===== config.mk =====
export PLATFORM = sky130hd
export DESIGN_NAME = jk_input_debounce
export DESIGN_NICKNAME = d
export VERILOG_FILES = /design/src/rtl/jk_input_debounce.sv
export SDC_FILE = /design/constraint.sdc
export NUM_CORES = 1
export LEC_CHECK = 0
export CORE_ASPECT_RATIO = 1.4
export CORE_MARGIN = 2
export CORE_UTILIZATION = 65
export CTS_BUF_LIST = sky130_fd_sc_hd__clkbuf_8
export CTS_CLUSTER_SIZE = 20
export DETAILED_ROUTE_END_ITERATION = 8
export DONT_BUFFER_PORTS = 1
export GPL_TIMING_DRIVEN = 0
export PLACE_DENSITY = 0.83
export SYNTH_ARGS = -nofsm -noshare
export SYNTH_HDL_FRONTEND = slang
export SYNTH_SLANG_ARGS = --single-unit

===== constraint.sdc =====
create_clock -name CLK -period 2.8 [get_ports CLK]
set_input_delay 0.56 -clock CLK [delete_from_list [all_inputs] [get_ports CLK]]
set_output_delay 0.56 -clock CLK [all_outputs]
set_load 0.005 [all_outputs]

===== src/rtl/jk_input_debounce.sv =====
// ============================================================================
// jk_input_debounce
// ----------------------------------------------------------------------------
// Input-conditioning stage for the JK flip-flop lab board. Raw slide-switch
// and push-button levels are brought into the CLK domain through a two-flop
// synchroniser. Each channel is then debounced against a shared slow sample
// tick. The stage delivers clean registered levels plus one-cycle rise and
// fall pulses that are aligned with the level change.
//
// Parameters
//   N             number of independent input channels
//   TICK_DIV      CLK cycles per debounce sample tick (>= 2)
//   STABLE_TICKS  consecutive ticks a changed level must persist (>= 1)
//   INIT          reset value of synchroniser stages and Dout
//                 (set bits to 1 for active-low lines such as Setn/Clrn)
//
// Ports
//   CLK   in   1  system clock, the only clock in the block
//   RST   in   1  synchronous active-high reset
//   Din   in   N  raw asynchronous switch/button levels
//   Dout  out  N  debounced levels, registered
//   Rise  out  N  one-cycle pulse in the first cycle Dout[i] reads 1 after 0
//   Fall  out  N  one-cycle pulse in the first cycle Dout[i] reads 0 after 1
//   Tick  out  1  sample strobe, high one cycle every TICK_DIV cycles
// ============================================================================
module jk_input_debounce #(
    parameter int unsigned  N            = 10,
    parameter int unsigned  TICK_DIV     = 50_000,
    parameter int unsigned  STABLE_TICKS = 20,
    parameter logic [N-1:0] INIT         = '0
) (
    input  logic         CLK,
    input  logic         RST,
    input  logic [N-1:0] Din,
    output logic [N-1:0] Dout,
    output logic [N-1:0] Rise,
    output logic [N-1:0] Fall,
    output logic         Tick
);

    // ------------------------------------------------------------------------
    // Widths and terminal values. The tick counter only ever holds
    // 0..TICK_DIV-1, so clog2(TICK_DIV) bits are enough. The stability
    // counter never exceeds STABLE_TICKS-1, and clog2(STABLE_TICKS+1) bits
    // keep it at least one bit wide when STABLE_TICKS is 1.
    // ------------------------------------------------------------------------
    localparam int unsigned TW = $clog2(TICK_DIV);
    localparam int unsigned CW = $clog2(STABLE_TICKS + 1);

    localparam logic [TW-1:0] TICK_LAST = TW'(TICK_DIV - 1);
    localparam logic [CW-1:0] CNT_LAST  = CW'(STABLE_TICKS - 1);

    // ------------------------------------------------------------------------
    // Shared sample-tick generator
    // ------------------------------------------------------------------------
    logic [TW-1:0] r_tick_cnt;
    logic          w_tick;

    // The strobe is decoded combinationally from the counter. It therefore
    // sits high during the cycle that ends with the wrapping edge.
    assign w_tick = (r_tick_cnt == TICK_LAST);
    assign Tick   = w_tick;

    // NOTE: every clocked block uses non-blocking assignments only. All flops
    // then sample pre-edge values, and simulation matches the synthesised
    // register behaviour.
    always_ff @(posedge CLK) begin
        if (RST) begin
            r_tick_cnt <= '0;
        end else if (w_tick) begin
            r_tick_cnt <= '0;
        end else begin
            r_tick_cnt <= r_tick_cnt + 1'b1;
        end
    end

    // ------------------------------------------------------------------------
    // Two-flop synchroniser. Only r_sync2 is allowed to feed decisions.
    // r_sync1 may go metastable on an asynchronous switch edge.
    // ------------------------------------------------------------------------
    logic [N-1:0] r_sync1;
    logic [N-1:0] r_sync2;

    always_ff @(posedge CLK) begin
        if (RST) begin
            r_sync1 <= INIT;
            r_sync2 <= INIT;
        end else begin
            r_sync1 <= Din;
            r_sync2 <= r_sync1;
        end
    end

    // ------------------------------------------------------------------------
    // Per-channel debounce. Each channel owns its stability counter, its
    // level register and its edge-pulse registers. No state is shared
    // between channels, so any number of them may update on the same edge.
    // ------------------------------------------------------------------------
    for (genvar i = 0; i < int'(N); i++) begin : g_chan

        logic [CW-1:0] r_cnt;
        logic          r_dout;
        logic          r_rise;
        logic          r_fall;

        // NOTE: the stability counters are reset together with the level.
        // A reset in the middle of a count must discard the partial count.
        // Otherwise the first level change after reset could be accepted
        // early.
        always_ff @(posedge CLK) begin
            if (RST) begin
                r_cnt  <= '0;
                r_dout <= INIT[i];
                r_rise <= 1'b0;
                r_fall <= 1'b0;
            end else begin
                // Pulses last exactly one cycle unless re-armed below.
                r_rise <= 1'b0;
                r_fall <= 1'b0;

                if (r_sync2[i] == r_dout) begin
                    // The input agrees with the accepted level. This check
                    // runs on every cycle, not only on ticks, so a bounce
                    // back to the old level restarts the count at once.
                    r_cnt <= '0;
                end else if (w_tick && (r_cnt == CNT_LAST)) begin
                    // The new level has survived STABLE_TICKS sample ticks.
                    // Accept it, and flag the direction in the same cycle so
                    // the pulse lines up with the first cycle of the new
                    // level.
                    r_dout <= r_sync2[i];
                    r_cnt  <= '0;
                    r_rise <= r_sync2[i];
                    r_fall <= ~r_sync2[i];
                end else if (w_tick) begin
                    r_cnt <= r_cnt + 1'b1;
                end
            end
        end

        assign Dout[i] = r_dout;
        assign Rise[i] = r_rise;
        assign Fall[i] = r_fall;

        // A channel can move in only one direction per update.
        a_rise_fall_excl: assert property (@(posedge CLK) !(r_rise && r_fall));

    end : g_chan

endmodule : jk_input_debounce


==> results of run 1 <==
Yosys cell counts:
cell and count:
a21oi_1 40, a31oi_1 10, buf_1 1, buf_2 6, buf_4 30, buf_6 2, clkbuf_1 13, dfxtp_1 116
ha_1 11, inv_1 14, inv_2 1, mux2i_1 19, nand2_1 33, nand2b_1 13, nand3_1 40, nand3b_1 22
nand4_1 13, nand4bb_1 2, nor2_1 54, nor2b_1 21, nor3_1 3, nor4_1 34, nor4bb_1 9, o21ai_0 20
o41ai_1 1, or3_1 19, or4_1 1, or4b_1 1, or4bb_1 4, xnor2_1 13, xor2_1 11
path summary, 6_finish.rpt:
check | endpoint | cells past startpoint
worst max register to register | g_chan[4].r_fall | 6
worst min-delay path | r_sync1[4] | 1
worst min register to register | r_sync2[3] | 1
worst max-delay path | Tick | 5
cell families (layout without fill, tap and decap cells):
family          count (synthesis)  count (layout)  synth area share
mux                            19              19            0.0371
fa+ha+maj                      11              11            0.0268
compound gates                 71              71            0.0725
simple gates                  269             269             0.294
buf+inv                        67              99            0.0754
flops                         116             116             0.453
xor+xnor                       24              24            0.0410
area by class of cell:
type	instances	area (sq um)
sequential	116	2320
tap	100	125
multi-input combinational	394	2440
buffer	52	352
inverter	15	56.3
clock buffer	20	275
clock inverter	12	106
fill	585	2030
flip-flops by register name, indices dropped and copies added (netlist names):
register       flops
g_chan.r_fall     10
g_chan.r_cnt      50
g_chan.r_rise     10
g_chan.r_dout     10
r_sync1           10
r_tick_cnt        16
r_sync2           10
metal layers:
metal  track usage  wire length, um
met1         0.327             4880
met5             0                0
met3        0.0737              852
met2         0.464             6030
met4         0.198              351
power by group:
part           leakage (nW)  total [mW]  internal (mW)  switching [mW]
clock network         0.175        1.46          0.764           0.699
logic                 0.724      0.0575         0.0198          0.0378
registers             0.939        1.68           1.67          0.0130
total                  1.84        3.20           2.45           0.750
worst register-to-register path, stage by stage, from the launching register on:
cell and delay (ps):
dfxtp_2 340, or4b_4 550, or4_1 470, buf_6 180, buf_6 150, buf_2 230
nor4_1 390
what timing repair did:
item	CTS	global route
cloned	0	0
setup buffers	0	0
setup endpoints to repair	1	1
gates resized for setup	6	5
hold buffers	0	0
==> flow_summary_export.csv, run 1 <==
group,metric,value,unit
final_layout,post-route-util,0.737,
critical_path,end_kind,"output port",
grt,grt_pass1_vias,4057,
logic_synthesis,syn_inst,577,
final_layout,fin_cells,709,
logic_synthesis,syn_area,5130,sq um
critical_path,crit_path_start,"r_tick_cnt[10]",
critical_path,crit_slowest_cell,"or4b_4",
power_and_ir_drop,max-vdd-ir-drop,0.453,mV
placement,dp_hpwl,7730,um
timing,finClkSkew,9.44,ps
grt,antenna_found_initial,0,
grt,grt_usage,0.286,
logic_synthesis,yosysSeqAreaShare,0.453,
critical_path,cp_cell_sequence,"or4b_4, or4_1, buf_6, inv_2, buf_12",
logic_synthesis,synthTopCellsByArea,"dfxtp_1 45%, buf_4 4.4%, nor4_1 4.1%",
detailed_routing,post_drt_wl_per_cell,17.1,um
clock_tree,htree_num_levels,4,
floorplanning,die_y,109,um
floorplanning,initial_utilization,0.666,
power_and_ir_drop,p_leak,1.84,nW
grt,grt_pass1_wl,18900,um
critical_path,path_class,"flop to output port",
final_layout,final_area,5670,sq um
clock_tree,cts_sinks,116,
final_layout,syn_to_final_growth,10.7,%
critical_path,cp_num_buf_inv,3,
detailed_routing,route.detailed.drc,0,
final_layout,diodes,0,
logic_synthesis,synth_top_area_frac,0.453,
detailed_routing,routed_via_density,6.13,
final_layout,nets,619,
critical_path,rr_startpoint,"r_tick_cnt[10]",
detailed_routing,drt_iter0_drc,330,
critical_path,cp_top_family,"simple AND/OR/NAND/NOR gates",
placement,post-place-ws,271,ps
logic_synthesis,ys_ff_latch,116,
floorplanning,fp-row-count,38,
floorplanning,coreArea,7700,sq um
timing,setup-violations-final,0,
critical_path,required,2240,ps
run_status,status,"completed",
logic_synthesis,netlist.top_cell.by_area,"dfxtp_1",
placement,gp_congestion,0.890,
min_path,hold_start,"Din[4]",
floorplanning,die_area,8620,sq um
power_and_ir_drop,power_density,564,nW/um^2
placement,dpl.cell_count,677,
placement,postPlaceCellArea,5250,sq um
critical_path,worst_path_largest_cell_delay,550,ps
timing,tns,0,ps
min_path,hold_class,"primary input to flop",
grt,grt.overflow.total,0,
final_layout,final_common_cell,"dfxtp_1",
logic_synthesis,synth_fp_nets,600,
clock_tree,cts_tree,"yes",
timing,max_freq,358,MHz
timing,tightest_slew,716,ps
final_layout,final_cell_mix,"115 x dfxtp_1, 54 x nor2_1, 40 x a21oi_1, 39 x nand3_1, 34 x nor4_1",
timing,hold_ws,245,ps
timing,slew_headroom,0.523,
flow_run,cap_violations,0,
clock_tree,clock_path_buffers,2,
critical_path,worstPathMaxFanout,10,
clock_tree,clk_pin_slew_worst_paths,70,ps
critical_path,worst-r2r-setup-slack,370,ps
final_layout,drive_gt1_frac,0.123,
detailed_routing,vias,4348,
clock_tree,clk_latency,450,ps
grt,grt_max_degree,17,
placement,port-buffer-count,0,
logic_synthesis,syn_area_per_cell,8.88,sq um
critical_path,cp-start-kind,"flop",
detailed_routing,drt_wl_total,12100,um
clock_tree,root_buffer,"clkbuf_8",
detailed_routing,dr.pass1.iters,5,
timing,slew_viol_final,0,
timing,worst_slack,5.80,ps
logic_synthesis,ys_types,31,
timing,fin_crit_sh,0.998,
critical_path,cp.arrival,2230,ps
power_and_ir_drop,finalPower,3.20,mW
logic_synthesis,yosys_warnings,0,
floorplanning,die_x,79.1,um
floorplanning,ioPinCount,43,
detailed_routing,postRouteAntennaNets,0,
timing,period_needed,2790,ps
timing,final-hold-violation-count,0,
clock_tree,cts_inserted_buffers,17,
Note: power is estimated with default switching activity, not from simulation.
==> inputs of run 2 (changes only) <==
--- a/config.mk
+++ b/config.mk
@@ -5,7 +5,7 @@
 export SDC_FILE = /design/constraint.sdc
 export NUM_CORES = 1
 export LEC_CHECK = 0
-export CORE_ASPECT_RATIO = 1.4
+export CORE_ASPECT_RATIO = 0.5
 export CORE_MARGIN = 2
 export CORE_UTILIZATION = 65
 export CTS_BUF_LIST = sky130_fd_sc_hd__clkbuf_8
==> flow_summary_export.csv, run 2 (synthesized netlist as in run 1, its figures left out) <==
group,metric,value,unit
timing,slew_viol_final,0,
final_layout,final_common_cell,"dfxtp_1",
critical_path,worst_path_largest_cell_delay,570,ps
timing,tightest_slew,735,ps
timing,setup-violations-final,0,
floorplanning,initial_utilization,0.685,
final_layout,top_register,"g_chan.r_cnt",
grt,grt_pass1_vias,3895,
clock_tree,clock_path_buffers,2,
critical_path,end_kind,"output port",
final_layout,top_regs,"g_chan.r_cnt: 50 flops, r_tick_cnt: 16 flops",
clock_tree,hold_buffers,0,
final_layout,fill_cells,556,
final_layout,largest_register_ffs,50,
timing,fin_crit_sh,0.989,
clock_tree,cts_tree,"yes",
clock_tree,clk_latency,440,ps
final_layout,nets,620,
detailed_routing,routed_via_density,5.94,
final_layout,syn_to_final_growth,12.7,%
critical_path,cp_top_family,"simple AND/OR/NAND/NOR gates",
floorplanning,die_x,130,um
min_path,hold_class,"primary input to flop",
critical_path,cp_num_buf_inv,3,
clock_tree,root_buffer,"clkbuf_8",
critical_path,worstPathMaxFanout,9,
floorplanning,coreArea,7490,sq um
timing,finClkSkew,7.96,ps
final_layout,post-route-util,0.772,
critical_path,cp_cell_sequence,"or4b_4, or4_1, buf_6, inv_4, buf_8",
floorplanning,die_area,8660,sq um
power_and_ir_drop,max-vdd-ir-drop,0.397,mV
clock_tree,cts_inserted_buffers,17,
critical_path,crit_slowest_cell,"or4b_4",
timing,max_freq,361,MHz
detailed_routing,postRouteAntennaNets,0,
final_layout,final_cell_mix,"116 x dfxtp_1, 54 x nor2_1, 40 x a21oi_1, 39 x nand3_1, 34 x nor4_1",
detailed_routing,drt_iter0_drc,320,
detailed_routing,dr.pass1.iters,5,
detailed_routing,drt_wl_total,12100,um
timing,slew_headroom,0.510,
detailed_routing,post_drt_wl_per_cell,16.9,um
clock_tree,clk_pin_slew_worst_paths,70,ps
critical_path,worst-r2r-setup-slack,310,ps
placement,port-buffer-count,0,
detailed_routing,vias,4263,
grt,antenna_found_initial,0,
critical_path,path_class,"flop to output port",
detailed_routing,route.detailed.drc,0,
grt,grt.overflow.total,0,
placement,dp_hpwl,7630,um
timing,final-hold-violation-count,0,
critical_path,required,2240,ps
final_layout,diodes,0,
power_and_ir_drop,power_density,607,nW/um^2
floorplanning,die_y,66.8,um
grt,grt_usage,0.294,
placement,gp_congestion,0.848,
timing,period_needed,2770,ps
run_status,status,"completed",
grt,grt_pass1_wl,18700,um
clock_tree,cts_sinks,116,
critical_path,cp-start-kind,"flop",
critical_path,cp.arrival,2210,ps
flow_run,cap_violations,0,
timing,hold_ws,242,ps
final_layout,drive_gt1_frac,0.120,
clock_tree,htree_num_levels,4,
power_and_ir_drop,finalPower,3.51,mW
power_and_ir_drop,p_leak,1.90,nW
grt,grt_max_degree,17,
floorplanning,ioPinCount,43,
floorplanning,fp-row-count,22,
==> run 2: final timing paths <==
kind | start | endpoint | depth (start not counted)
min | Din[9] | r_sync1[9] | 1
max | r_tick_cnt[10] | Tick | 5
min reg2reg | r_sync1[7] | r_sync2[7] | 1
max reg2reg | r_tick_cnt[10] | g_chan[4].r_fall | 6
==> run 2: layout make-up <==
| class | count | area (sq um) | area share |
|---|---|---|---|
| multi-input cells | 394 | 2430 | 0.421 |
| clock inverters | 14 | 209 | 0.0362 |
| clock buffers | 18 | 248 | 0.0429 |
| well taps | 108 | 135 | 0.0234 |
| plain buffers | 52 | 347 | 0.0600 |
| repair buffers | 1 | 25.0 | 0.00433 |
| inverters | 15 | 58.8 | 0.0102 |
| flip-flops and latches | 116 | 2320 | 0.402 |
==> run 2: stage by stage <==
| stage | instances | setup WS (ps) | setup TNS [ps] | area [sq um] |
|---|---|---|---|---|
| 3_5_place_dp | 685 | 315 | 0 | 5260 |
| 3_3_place_gp | 685 | 293 | 0 | 5260 |
| 2_1_floorplan | 577 | 607 | 0 | 5130 |
| 6_report | 718 | 32.1 | 0 | 5780 |
| 4_1_cts | 717 | 4.38 | 0 | 5730 |
| 5_1_grt | 718 | -13.5 | -13.5 | 5780 |
==> run 2: report_power, final <==
part / internal, mW / leakage, nW / total, mW / switching, mW
logic: 0.0194 / 0.735 / 0.0570 / 0.0376
registers: 1.67 / 0.939 / 1.68 / 0.0133
clock network: 1.08 / 0.226 / 1.77 / 0.696
total: 2.76 / 1.90 / 3.51 / 0.747
==> run 2: what timing repair did <==
| action | CTS | global route |
|---|---|---|
| setup buffers | 0 | 0 |
| cloned | 0 | 1 |
| gates resized for setup | 4 | 5 |
| setup endpoints to repair | 1 | 1 |
==> run 2: metal layers <==
metal | vias to the layer above | share of wire | track usage
met5 | - | 0 | 0
met3 | 29 | 0.095 | 0.0835
met1 | 1971 | 0.43 | 0.362
met4 | 0 | 0.020 | 0.120
li1 | 2056 | - | -
met2 | 207 | 0.45 | 0.491
==> inputs of run 3 (changes only) <==
--- a/config.mk
+++ b/config.mk
@@ -14,6 +14,7 @@
 export DONT_BUFFER_PORTS = 1
 export GPL_TIMING_DRIVEN = 0
 export PLACE_DENSITY = 0.83
+export SETUP_SLACK_MARGIN = 0.15
 export SYNTH_ARGS = -nofsm -noshare
 export SYNTH_HDL_FRONTEND = slang
 export SYNTH_SLANG_ARGS = --single-unit
==> flow_summary_export.csv, run 3 (synthesized netlist as in run 1, its figures left out) <==
group,metric,value,unit
final_layout,diodes,0,
floorplanning,fp-row-count,22,
flow_run,cap_violations,0,
critical_path,worst-r2r-setup-slack,320,ps
timing,max_freq,380,MHz
final_layout,drive_gt1_frac,0.134,
critical_path,worstPathMaxFanout,5,
run_status,status,"completed",
final_layout,final_cell_mix,"112 x dfxtp_1, 54 x nor2_1, 40 x a21oi_1, 39 x nand3_1",
grt,grt_max_degree,17,
power_and_ir_drop,p_seq_frac,0.478,
clock_tree,clk_pin_slew_worst_paths,70,ps
critical_path,cp_cell_sequence,"or4b_4, or4_4, buf_6, inv_6, buf_8",
critical_path,end_kind,"output port",
placement,dpl.cell_count,685,
timing,fin_crit_sh,0.940,
detailed_routing,route.met2.wl,5610,um
detailed_routing,drt_wl_total,12400,um
timing,worst_slack,167,ps
clock_tree,clock_path_buffers,2,
critical_path,required,2240,ps
min_path,whs_endpoint,"r_sync1[6]",
critical_path,cp-start-kind,"flop",
min_path,hold_start,"Din[6]",
min_path,hold_class,"primary input to flop",
grt,antenna_found_initial,0,
detailed_routing,highest_layer,"met4",
power_and_ir_drop,power_frac_clock,0.505,
final_layout,final_common_cell,"dfxtp_1",
critical_path,cp.arrival,2070,ps
power_and_ir_drop,p_comb_frac,0.017,
critical_path,cp_num_buf_inv,3,
floorplanning,initial_utilization,0.685,
power_and_ir_drop,finalPower,3.52,mW
timing,period_needed,2630,ps
final_layout,top_register,"g_chan.r_cnt",
grt,grt_pass1_vias,4025,
critical_path,rr_startpoint,"r_tick_cnt[10]",
final_layout,fin_cells,720,
timing,rsz0062_at_grt,"true",
timing,tns,0,ps
detailed_routing,dr.pass1.iters,5,
clock_tree,cts_tree,"yes",
final_layout,top_regs,"g_chan.r_cnt: 50 flops, r_tick_cnt: 16 flops",
floorplanning,die_x,130,um
critical_path,path_class,"flop to output port",
detailed_routing,postRouteAntennaNets,0,
floorplanning,die_area,8660,sq um
final_layout,final_area,5830,sq um
critical_path,crit_slowest_cell,"or4b_4",
clock_tree,clk_latency,450,ps
power_and_ir_drop,p_switching,755,uW
detailed_routing,wl_met3,1160,um
min_path,hold_depth,1,
critical_path,cp_top_family,"simple AND/OR/NAND/NOR gates",
detailed_routing,post_drt_wl_per_cell,17.2,um
timing,setup-violations-final,0,
power_and_ir_drop,p_leak,1.92,nW
detailed_routing,vias,4276,
placement,gp_congestion,0.848,
floorplanning,coreArea,7490,sq um
power_and_ir_drop,power_density,604,nW/um^2
placement,dp_hpwl,7630,um
placement,port-buffer-count,0,
timing,slew_headroom,0.521,
floorplanning,ioPinCount,43,
timing,finClkSkew,10.2,ps
grt,grt.overflow.total,0,
detailed_routing,drt_iter0_drc,340,
floorplanning,die_y,66.8,um
detailed_routing,drt-met1-wl,5270,um
critical_path,r2r_end,"g_chan[4].r_dout",
final_layout,largest_register_ffs,50,
power_and_ir_drop,switching_share,0.214,
timing,tightest_slew,719,ps
clock_tree,root_buffer,"clkbuf_8",
clock_tree,cts_sinks,116,
grt,grt_usage,0.303,
placement,post-place-ws,315,ps
final_layout,nets,622,
clock_tree,htree_num_levels,4,
power_and_ir_drop,max-vdd-ir-drop,0.398,mV
grt,grt_pass1_wl,19200,um
critical_path,reg2reg_depth,7,
placement,postPlaceCellArea,5260,sq um
timing,final-hold-violation-count,0,
clock_tree,cts_inserted_buffers,17,
detailed_routing,route.detailed.drc,0,
critical_path,worst_path_largest_cell_delay,540,ps
timing,slew_viol_final,0,
detailed_routing,routed_via_density,5.94,
final_layout,syn_to_final_growth,13.7,%
power_and_ir_drop,p_int,2.76,mW
run 3: how the worst max path moves through the flow:
stage                        start                to  slack, ps  cells past startpoint
floorplan           r_tick_cnt[10]              Tick        610                      5
global placement     r_tick_cnt[0]  g_chan[4].r_fall        290                      7
detailed placement   r_tick_cnt[0]  g_chan[4].r_fall        320                      7
CTS                  r_tick_cnt[7]              Tick        160                      5
global route        r_tick_cnt[10]              Tick        140                      5
finish              r_tick_cnt[10]              Tick        170                      5
run 3: power by group through the flow:
stage | sequential (mW) | clock [mW] | combinational [mW]
detailed placement | 1.72 | 0 | 0.0546
CTS | 1.68 | 1.78 | 0.0557
finish | 1.68 | 1.78 | 0.0599
global route | 1.68 | 1.86 | 0.0648
floorplan | 1.71 | 0 | 0.0405
global placement | 1.72 | 0 | 0.0529
run 3: layer usage:
| layer | track usage | up-vias |
|---|---|---|
| li1 | - | 2069 |
| met5 | 0 | - |
| met3 | 0.0956 | 36 |
| met4 | 0.147 | 0 |
| met2 | 0.502 | 188 |
| met1 | 0.361 | 1983 |
run 3: repair_timing:
action | 4_1_cts | 5_1_grt
endpoints found under the setup margin | 1 | 2
gates resized for setup | 12 | 6
buffers inserted | 2 | 0
gates cloned | 1 | 0
hold buffers | 0 | 0
run 3: final cells by class:
cell class	instances	area, sq um
timing repair buffer	3	47.5
multi-input combinational	394	2460
clock inverter	14	209
tap	108	135
buffer	52	347
clock buffer	18	248
inverter	15	61.3
fill	547	1660
sequential	116	2330
run 3: through the flow:
step | hold WS, ps | util
after floorplan | 414 | -
after global placement | 417 | 0.703
after detailed placement | 427 | 0.703
after CTS | 237 | 0.776
after global routing | 236 | 0.779
final | 240 | 0.779
